`src/rtl/mem_stage_pkg.sv`:
```
// Shared definitions for the memory pipeline stage: access size codes,
// handshake FSM states, write-back source selects and a size decoder.
// No ports; imported by mem_stage and mem_stage_load_align.
package mem_stage_pkg;

  localparam int DW = 32;

  // funct3 size codes carried on EX_mem_op_i
  typedef enum logic [2:0] {
    MEM_B  = 3'b000,
    MEM_H  = 3'b001,
    MEM_W  = 3'b010,
    MEM_BU = 3'b100,
    MEM_HU = 3'b101
  } mem_op_e;

  typedef enum logic [1:0] {
    IDLE   = 2'd0,
    WAIT_G = 2'd1,
    WAIT_R = 2'd2
  } state_e;

  // write-back source selects, passed through to MEM/WB untouched
  typedef enum logic [1:0] {
    SEL_ALU = 2'b00,
    SEL_MEM = 2'b01,
    SEL_PC4 = 2'b10
  } sel_to_reg_e;

  typedef enum logic [1:0] {
    SZ_B = 2'd0,
    SZ_H = 2'd1,
    SZ_W = 2'd2
  } size_e;

  // Unsupported codes (011, 110, 111) fall into the word case.
  function automatic size_e op_size(input logic [2:0] op);
    case (op)
      MEM_B, MEM_BU: return SZ_B;
      MEM_H, MEM_HU: return SZ_H;
      default:       return SZ_W;
    endcase
  endfunction

endpackage

```
`src/rtl/mem_stage_load_align.sv`:
```
// Load data formatter: shifts the read word down to the addressed lane and extends it.
// Latency: combinational. Backpressure: none (pure function of its inputs).
// Ports: rdata (read word), off (byte offset), mem_op (size code), data (formatted result).
module mem_stage_load_align
  import mem_stage_pkg::*;
(
  input  logic [31:0] rdata,
  input  logic [1:0]  off,
  input  logic [2:0]  mem_op,
  output logic [31:0] data
);

  logic [31:0] shifted;

  always_comb begin
    shifted = rdata >> {off, 3'b000};
    case (mem_op)
      MEM_B:   data = {{24{shifted[7]}}, shifted[7:0]};
      MEM_H:   data = {{16{shifted[15]}}, shifted[15:0]};
      MEM_BU:  data = {24'd0, shifted[7:0]};
      MEM_HU:  data = {16'd0, shifted[15:0]};
      default: data = shifted;
    endcase
  end

endmodule

```
`src/rtl/mem_stage.sv`:
```
// Memory pipeline stage: issues loads/stores on a req/gnt/rvalid port and fills the MEM/WB register.
// Latency: ALU ops 1 cycle; loads 1 cycle plus grant and read-data wait cycles.
// Backpressure: stall_o freezes all upstream stages while an access is pending; MEM/WB gets bubbles.
// Ports: EX_* execute results in; dmem_* data-memory port; stall_o; MEM_fwd_data_o (comb);
//        MEM_* registered MEM/WB outputs including a one-cycle misalignment pulse.
module mem_stage
  import mem_stage_pkg::*;
#(
  parameter int DATA_WIDTH = 32
) (
  input  logic                  clk,
  input  logic                  rst,
  input  logic [DATA_WIDTH-1:0] EX_alu_result_i,
  input  logic [DATA_WIDTH-1:0] EX_rs2_data_i,
  input  logic [4:0]            EX_rd_add_i,
  input  logic                  EX_regwrite_i,
  input  logic [1:0]            EX_sel_to_reg_i,
  input  logic                  EX_RD_mem_i,
  input  logic                  EX_WR_mem_i,
  input  logic [2:0]            EX_mem_op_i,
  input  logic [DATA_WIDTH-1:0] EX_pc_i,
  output logic                  dmem_req_o,
  output logic                  dmem_we_o,
  output logic [DATA_WIDTH-1:0] dmem_addr_o,
  output logic [3:0]            dmem_be_o,
  output logic [DATA_WIDTH-1:0] dmem_wdata_o,
  input  logic                  dmem_gnt_i,
  input  logic                  dmem_rvalid_i,
  input  logic [DATA_WIDTH-1:0] dmem_rdata_i,
  output logic                  stall_o,
  output logic [DATA_WIDTH-1:0] MEM_fwd_data_o,
  output logic [4:0]            MEM_rd_add_o,
  output logic                  MEM_regwrite_o,
  output logic [1:0]            MEM_sel_to_reg_o,
  output logic [DATA_WIDTH-1:0] MEM_alu_result_o,
  output logic [DATA_WIDTH-1:0] MEM_load_data_o,
  output logic [DATA_WIDTH-1:0] MEM_pc_o,
  output logic                  MEM_misalign_o
);

  state_e      state_q, state_d;
  size_e       size;
  logic [1:0]  off;
  logic        is_load, is_store, is_mem, misalign, access, load_done;
  logic [31:0] load_data;

  assign off      = EX_alu_result_i[1:0];
  assign size     = op_size(EX_mem_op_i);
  // a load flagged together with a store wins
  assign is_load  = EX_RD_mem_i;
  assign is_store = EX_WR_mem_i & ~EX_RD_mem_i;
  assign is_mem   = is_load | is_store;
  assign misalign = is_mem & (((size == SZ_H) & off[0]) | ((size == SZ_W) & (off != 2'b00)));
  assign access   = is_mem & ~misalign;
  assign load_done = (state_q == WAIT_R) & dmem_rvalid_i;

  assign MEM_fwd_data_o = EX_alu_result_i;

  // Address/data are driven straight from the (frozen) EX inputs, so they stay
  // stable in WAIT_G without extra holding registers.
  assign dmem_addr_o = {EX_alu_result_i[DATA_WIDTH-1:2], 2'b00};
  assign dmem_we_o   = is_store;

  always_comb begin
    dmem_be_o    = 4'b1111;
    dmem_wdata_o = EX_rs2_data_i;
    if (is_store) begin
      case (size)
        SZ_B: begin
          dmem_be_o    = 4'b0001 << off;
          dmem_wdata_o = {4{EX_rs2_data_i[7:0]}};
        end
        SZ_H: begin
          dmem_be_o    = 4'b0011 << off;
          dmem_wdata_o = {2{EX_rs2_data_i[15:0]}};
        end
        default: ;
      endcase
    end
  end

  // FSM: state register
  always_ff @(posedge clk) begin
    if (rst) state_q <= IDLE;
    else     state_q <= state_d;
  end

  // FSM: next state
  always_comb begin
    state_d = state_q;
    case (state_q)
      IDLE: begin
        if (access) begin
          if (!dmem_gnt_i)   state_d = WAIT_G;
          else if (is_load)  state_d = WAIT_R;
        end
      end
      WAIT_G: if (dmem_gnt_i)    state_d = is_load ? WAIT_R : IDLE;
      WAIT_R: if (dmem_rvalid_i) state_d = IDLE;
      default: state_d = IDLE;
    endcase
  end

  // FSM: outputs. Stall drops in the cycle the access completes (store grant
  // or read data), so the instruction retires into MEM/WB on that edge.
  always_comb begin
    dmem_req_o = 1'b0;
    stall_o    = 1'b0;
    case (state_q)
      IDLE: begin
        dmem_req_o = access;
        stall_o    = access & ~(dmem_gnt_i & is_store);
      end
      WAIT_G: begin
        dmem_req_o = 1'b1;
        stall_o    = ~(dmem_gnt_i & is_store);
      end
      WAIT_R:  stall_o = ~dmem_rvalid_i;
      default: ;
    endcase
    if (rst) begin
      dmem_req_o = 1'b0;
      stall_o    = 1'b0;
    end
  end

  mem_stage_load_align u_load_align (
    .rdata  (dmem_rdata_i),
    .off    (off),
    .mem_op (EX_mem_op_i),
    .data   (load_data)
  );

  // MEM/WB register. A bubble is all-zero, the same as the reset value.
  always_ff @(posedge clk) begin
    if (rst || stall_o) begin
      MEM_rd_add_o     <= '0;
      MEM_regwrite_o   <= 1'b0;
      MEM_sel_to_reg_o <= '0;
      MEM_alu_result_o <= '0;
      MEM_load_data_o  <= '0;
      MEM_pc_o         <= '0;
      MEM_misalign_o   <= 1'b0;
    end else begin
      MEM_rd_add_o     <= EX_rd_add_i;
      MEM_regwrite_o   <= EX_regwrite_i & ~misalign;
      MEM_sel_to_reg_o <= EX_sel_to_reg_i;
      MEM_alu_result_o <= EX_alu_result_i;
      MEM_load_data_o  <= load_done ? load_data : '0;
      MEM_pc_o         <= EX_pc_i;
      MEM_misalign_o   <= misalign;
    end
  end

endmodule

```
`config.mk`:
```
export PLATFORM = sky130hd
export DESIGN_NAME = mem_stage
export DESIGN_NICKNAME = d
export VERILOG_FILES = /design/src/rtl/mem_stage_pkg.sv /design/src/rtl/mem_stage_load_align.sv /design/src/rtl/mem_stage.sv
export SDC_FILE = /design/constraint.sdc
export NUM_CORES = 1
export LEC_CHECK = 0
export ABC_AREA = 1
export CAP_MARGIN = 20
export CORE_AREA = 3 3 134 136
export CTS_BUF_LIST = sky130_fd_sc_hd__clkbuf_8
export CTS_CLUSTER_DIAMETER = 100
export CTS_CLUSTER_SIZE = 40
export DETAILED_ROUTE_END_ITERATION = 6
export DIE_AREA = 0 0 137 139
export MAX_ROUTING_LAYER = met4
export PLACE_DENSITY_LB_ADDON = 0.1
export SLEW_MARGIN = 30
export SYNTH_ARGS = -nofsm -noshare
export SYNTH_HDL_FRONTEND = slang
export SYNTH_SLANG_ARGS = --single-unit
```
`constraint.sdc`:
```
create_clock -name clk -period 1.3 [get_ports clk]
set_input_delay 0.195 -clock clk [delete_from_list [all_inputs] [get_ports clk]]
set_output_delay 0.195 -clock clk [all_outputs]
set_load 0.005 [all_outputs]
```
==> results of run 1 <==
kinds of logic (layout without fill, tap and decap cells):
| kind of cell | count (synthesis) | in the layout | share of synthesized area [%] |
|---|---|---|---|
| AO/OA/AOI/OAI | 41 | 41 | 4.59 |
| flip-flops | 107 | 107 | 44.7 |
| multiplexers | 7 | 7 | 1.46 |
| other | 1 | 2 | 0.0782 |
| AND/OR/NAND/NOR | 299 | 302 | 25.6 |
| buffers and inverters | 204 | 578 | 23.6 |
power by group:
part | internal [µW] | total [µW] | switching (µW)
combinational | 1960 | 3420 | 1460
sequential | 3650 | 3730 | 87.9
clock | 768 | 2010 | 1240
total | 6370 | 9160 | 2790
sequential cells by signal, summed over array words and instances (netlist names):
name              count
MEM_pc_o             32
MEM_sel_to_reg_o      2
MEM_rd_add_o          5
MEM_misalign_o        1
MEM_regwrite_o        1
state_q               2
MEM_load_data_o      32
MEM_alu_result_o     32
cells in the mapped netlist, types with 6 or more instances:
master    instances  share of area (%)
nor2_1          145                 11
nand2_1         116                9.1
dfxtp_1         107                 45
inv_1           105                8.2
buf_4            75                 12
nand3_1          28                2.9
o21ai_0          25                2.6
buf_6             9                2.1
o22ai_1           8                1.0
clkbuf_1          7               0.55
mux2i_1           7                1.5
a21oi_1           6               0.63
stage by stage:
step / worst slack [ns] / setup TNS, ns / hold slack [ns] / instance area (µm²) / total power, µW
after global routing: -0.284 / -19.61 / 0.206 / 9480 / 9660
after CTS: -0.233 / -12.83 / 0.180 / 9250 / 9120
after global placement: -1.20 / -129.77 / 0.635 / 8420 / 6760
after floorplan: 0.127 / 0 / 0.264 / 4800 / 4920
after detailed placement: -1.19 / -129.36 / 0.629 / 8420 / 6770
final: -0.209 / -11.69 / 0.202 / 9480 / 9160
metal layers:
metal  vias up  routed length [µm]  global-route usage (%)
li1       2647                   -                       -
met5         -                   0                       -
met1      2418                7360                    21.7
met4         0                 354                    5.51
met3        25                1920                    5.62
met2       254               10200                    36.0
critical path: stages, from the launching register on:
cell	delay, ns
dfxtp_4	0.37
inv_2	0.06
nand2_2	0.05
o21ai_2	0.11
inv_2	0.05
a21oi_2	0.15
buf_2	0.14
final cells by class:
type	count	area (µm²)
Sequential cell	107	2160
Tap cell	225	282
Fill cell	1685	7580
Clock inverter	6	47.5
Multi-Input combinational cell	352	1970
Inverter	107	415
Clock buffer	10	138
Timing Repair Buffer	455	4460
path summary, 6_finish.rpt:
| path | end | from | slack (ns) |
|---|---|---|---|
| setup / recovery | stall_o | state_q[1] | -0.21 |
| hold reg to reg | state_q[1] | state_q[1] | 0.65 |
| setup reg to reg | MEM_alu_result_o[4] | state_q[0] | -0.15 |
| hold / removal | MEM_alu_result_o[5] | EX_alu_result_i[5] | 0.20 |
repair_timing:
item,CTS,global route
pin swaps,38,22
buffers inserted,22,9
gates cloned,15,1
endpoints found under the setup margin,313,136
resized for setup,474,66
==> metrics.md, run 1 <==
| Metric | Value |
|---|---|
| GRT Total Usage | 20.2% |
| Hold buffer count at cts | 0 |
| Die W | 137 µm |
| Drt via density | 4.23 |
| Ratio of cells with drive above 1 in the final layout | 26.3% |
| Hold depth | 3 |
| Mapped Area | 4790 µm² |
| Mean post-synth cell area | 7.28 µm² |
| I/O pin count | 353 |
| Global-route wire length before repair | 28600 µm |
| Kind of critical path | reg -> out |
| IO Port Bufs | 350 |
| Initial DRC count | 196 |
| Layout Nets | 1177 |
| Period minus WS final | 1.51 ns |
| CTS tree | done |
| Final Skew | 0.0146 ns |
| # DRC | 0 |
| Sequential area share after synthesis | 44.7% |
| Clk Latency, worst-skew pair | 0.39 ns |
| First-pass iteration count of the detailed router | 6 |
| Max-Cap Viols | 0 |
| Clock buffer depth | 2 |
| Worst setup margin | -0.209 ns |
| Via count | 5344 |
| Pwr/cell area | 967 nW/µm² |
| Tcrit/Tclk final | 116% |
| Max Clk Rate | 663 MHz |
| CTS buffer count | 9 |
| Number of flops mapped to enable cells by yosys | 0 |
| Cell Rows | 48 |
| Worst path arrival time | 1.31 ns |
| Reg2Reg Depth | 9 |
| Gp weighted congestion | 0.856 |
| Final setup viols | 109 |
| Wirelength per Cell | 15.7 µm |
| Final hold violation count | 0 |
| Failing checks | negative setup slack |
| Synth warnings | 0 |
| ANT cells | 0 |
| Ys flop type | dfxtp_1 |
| Die height | 139 µm |
| DIE AREA | 19000 µm² |
| Status | finished with violations |
| Peak supply drop | 0.447 mV |
| Worst min-delay path class | in -> reg |
| Largest net degree at the start of global routing | 19 |
| CP Launch Type | flop |
| Cell count after synthesis | 659 |
| Clock Sinks | 107 |
| Post-DP HPWL | 14200 µm |
| Synth Register Bits | 107 |
| P&R area growth vs syn | 97.6% |
| Initial Utilization | 28.1% |
| Worst-path fanout max | 4 |
| Slew Limit Fails | 0 |
| Vias in the first global route | 5144 |
| RSZ-0062 raised after global routing | yes |
| Final WL | 19800 µm |
| Async S/R FF share, synth | 0% |
| Most frequent cells in the layout | dlygate4sd2_1 (172), nor2_1 (136), clkdlybuf4s50_1 (133) |
| Setup crit end kind | output port |
| Placed Cells | 1205 |
| Leading cell type in the layout, fill and taps excluded | dlygate4sd2_1 |
| Initial antenna violation count | 0 |
| Core area | 17100 µm² |
| Required @ worst endpoint | 1.11 ns |
| H-tree levels | 3 |
| Cell Count, Final, Fillers Out | 1262 |
| Final Core Density | 55.6% |
| Gr ovfl total | 0 |
| Synth unique cells | 27 |
| Worst-path clk slew | 0.10 ns |
| Antenna viol nets, final | 0 |
| Root Driver | clkbuf_8 |
| Pleak | 0.00507 µW |
Power figures use the tool's default switching activity.
==> run 2, diff against run 1 <==
CTS_CLUSTER_SIZE = unset   (was 40)
==> results of run 2 <==
The final DEF is identical to that of run 1; final timing and power are the same.
==> run 3, diff against run 2 <==
==> constraint.sdc (replaced) <==
create_clock -name clk -period 1.3 [get_ports clk]
set_input_delay 0.26 -clock clk [delete_from_list [all_inputs] [get_ports clk]]
set_output_delay 0.26 -clock clk [all_outputs]
set_load 0.005 [all_outputs]
==> run 3 against run 2 <==
The run still ends with negative setup slack left. Via count is 3.7% lower. Combinational power is 11% lower. Setup slack worse by 0.035 ns. Maximum frequency is 2.3% lower. Die area stayed put. Clock power is 18% higher. Non-clock buffer count is 14 lower. Worst hold slack worse by 0.086 ns. Power is 0.14% higher. Largest cell class unchanged.
==> metrics.md, run 3 (same netlist as run 1, synthesis figures left out) <==
| Metric | Value |
|---|---|
| Cell Rows | 48 (unchanged) |
| Worst min-delay path class | in -> reg (unchanged) |
| Slew Limit Fails | 0 (unchanged) |
| Worst setup margin | -0.244 ns (was -0.209 ns) |
| Root Driver | clkbuf_8 (unchanged) |
| Antenna viol nets, final | 0 (unchanged) |
| ANT cells | 0 (unchanged) |
| Hold buffer count at cts | 0 (unchanged) |
| Kind of critical path | in -> out (was reg -> out) |
| Clk pwr share | 25.9% (was 21.9%) |
| First-pass iteration count of the detailed router | 5 (was 6) |
| Failing checks | negative setup slack (unchanged) |
| Seq pwr share | 40.7% (was 40.8%) |
| Wirelength per Cell | 15.5 µm (was 15.7 µm) |
| CP Launch Type | input pin (was flop) |
| Clock Sinks | 107 (unchanged) |
| M3 GR Usage | 6.02% (was 5.62%) |
| Via count | 5147 (was 5344) |
| Met2 Usage GRT | 33.7% (was 36.0%) |
| H-tree levels | 3 (unchanged) |
| Initial Utilization | 28.1% (unchanged) |
| Setup crit end kind | output port (unchanged) |
| Leading cell type in the layout, fill and taps excluded | dlygate4sd2_1 (unchanged) |
| Tcrit/Tclk final | 119% (was 116%) |
| Largest net degree at the start of global routing | 34 (was 19) |
| Worst path arrival time | 1.28 ns (was 1.31 ns) |
| Psw | 2670 µW (was 2790 µW) |
| Status | finished with violations (unchanged) |
| IO Port Bufs | 350 (unchanged) |
| # DRC | 0 (unchanged) |
| Regs by FF count | MEM_alu_result_o: 32 flops, MEM_load_data_o: 32 flops, MEM_pc_o: 32 flops (unchanged) |
| CTS buffer count | 9 (unchanged) |
| Global-route wire length before repair | 27900 µm (was 28600 µm) |
| Drt via density | 4.13 (was 4.23) |
| Total power draw | 9180 µW (was 9160 µW) |
| Core area | 17100 µm² (unchanged) |
| CTS tree | done (unchanged) |
| Fillcell total | 1751 (was 1685) |
| Max Clk Rate | 648 MHz (was 663 MHz) |
| Die W | 137 µm (unchanged) |
| Reg2Reg Depth | 9 (unchanged) |
| Worst-path clk slew | 0.10 ns (about the same) |
| Clk Latency, worst-skew pair | 0.39 ns (about the same) |
| Max-Cap Viols | 0 (unchanged) |
| Ratio of cells with drive above 1 in the final layout | 24.4% (was 26.3%) |
| Pleak | 0.00495 µW (was 0.00507 µW) |
| P_int | 6510 µW (was 6370 µW) |
| Most Crowded Layer GR | met2 (unchanged) |
| Hold depth | 3 (unchanged) |
| Most frequent cells in the layout | dlygate4sd2_1 (164), nor2_1 (133), clkdlybuf4s50_1 (116) (was dlygate4sd2_1 (172), nor2_1 (136), clkdlybuf4s50_1 (133)) |
| Peak supply drop | 0.436 mV (was 0.447 mV) |
| Vias in the first global route | 5039 (was 5144) |
| P&R area growth vs syn | 90.5% (was 97.6%) |
| Clock buffer depth | 2 (unchanged) |
| RSZ-0062 raised after global routing | yes (unchanged) |
| Post-DP HPWL | 14200 µm (about the same) |
| DIE AREA | 19000 µm² (unchanged) |
| Initial antenna violation count | 0 (unchanged) |
| Required @ worst endpoint | 1.04 ns (was 1.11 ns) |
| Die height | 139 µm (unchanged) |
| Final WL | 19300 µm (was 19800 µm) |
| R2R Setup Slk | -0.04 ns (was -0.15 ns) |
| Pwr/cell area | 1000 nW/µm² (was 967 nW/µm²) |
| I/O pin count | 353 (unchanged) |
| Switching part of the total | 29.1% (was 30.5%) |
| Initial DRC count | 183 (was 196) |
| Gp weighted congestion | 0.818 (was 0.856) |
| Final setup viols | 115 (was 109) |
| Final Skew | 0.00911 ns (was 0.0146 ns) |
| Gr ovfl total | 0 (unchanged) |
| GRT Total Usage | 19.7% (was 20.2%) |
| Layout Nets | 1161 (was 1177) |
| Worst-path fanout max | 6 (was 4) |
| Met1 Resource Use GR | 21.6% (was 21.7%) |
| Final hold violation count | 0 (unchanged) |
| Period minus WS final | 1.54 ns (was 1.51 ns) |
| Dpl ws | -1.19 ns (about the same) |
| Combinational power share | 33.4% (was 37.3%) |
==> run 3: cell type report <==
type / instances / area, µm² / area share, %
Tap cell: 225 / 282 / 3.08
Clock inverter: 6 / 96.3 / 1.05
Timing Repair Buffer: 441 / 4190 / 45.9
Inverter: 107 / 410 / 4.49
Multi-Input combinational cell: 350 / 1860 / 20.3
Sequential cell: 107 / 2160 / 23.6
Clock buffer: 10 / 138 / 1.51
==> run 3: worst paths after layout <==
check | endpoint | from
worst max-delay path | dmem_be_o[2] | EX_RD_mem_i
worst max register to register | MEM_alu_result_o[0] | state_q[1]
worst min-delay path | MEM_alu_result_o[24] | EX_alu_result_i[24]
worst min register to register | state_q[1] | state_q[1]
==> run 3: timing repair <==
item	CTS	global route
gates resized for setup	494	48
setup buffers	10	2
pin swaps	35	7
cloned	8	6
endpoints found under the setup margin	313	162
==> run 3: power groups by stage <==
stage	logic (µW)	registers, µW	clock network, µW
6_report	3060	3730	2380
5_1_grt	3360	3770	2610
4_1_cts	2820	3740	2490
3_5_place_dp	2950	3820	0
3_3_place_gp	2960	3800	0
2_1_floorplan	1060	3860	0
==> run 3: metrics by stage <==
stage                     TNS (ns)  util (%)  std cells  area, µm²  hold slack (ns)
after floorplan                  0         -        660       4800            0.329
after detailed placement   -141.78      49.4       1207       8430            0.640
after global routing        -18.08      53.5       1246       9130            0.124
after global placement     -139.58      49.4       1207       8430            0.630
after CTS                    -6.89      52.2       1238       8900            0.195
final                        -5.91      53.5       1246       9130            0.116
==> run 3: metal layers <==
layer  up-vias  share of wire [%]
li1       2607                  -
met1      2252                 38
met2       263                 50
met3        25                9.9
met4         0                1.8
met5         -                  0
==> run 3: critical path: stages <==
cell	delay, ns
buf_6	0.10
buf_6	0.11
inv_4	0.05
nand2_4	0.06
nor2_4	0.15
inv_6	0.08
buf_12	0.15
a21oi_2	0.13
o21ai_2	0.07
buf_2	0.13
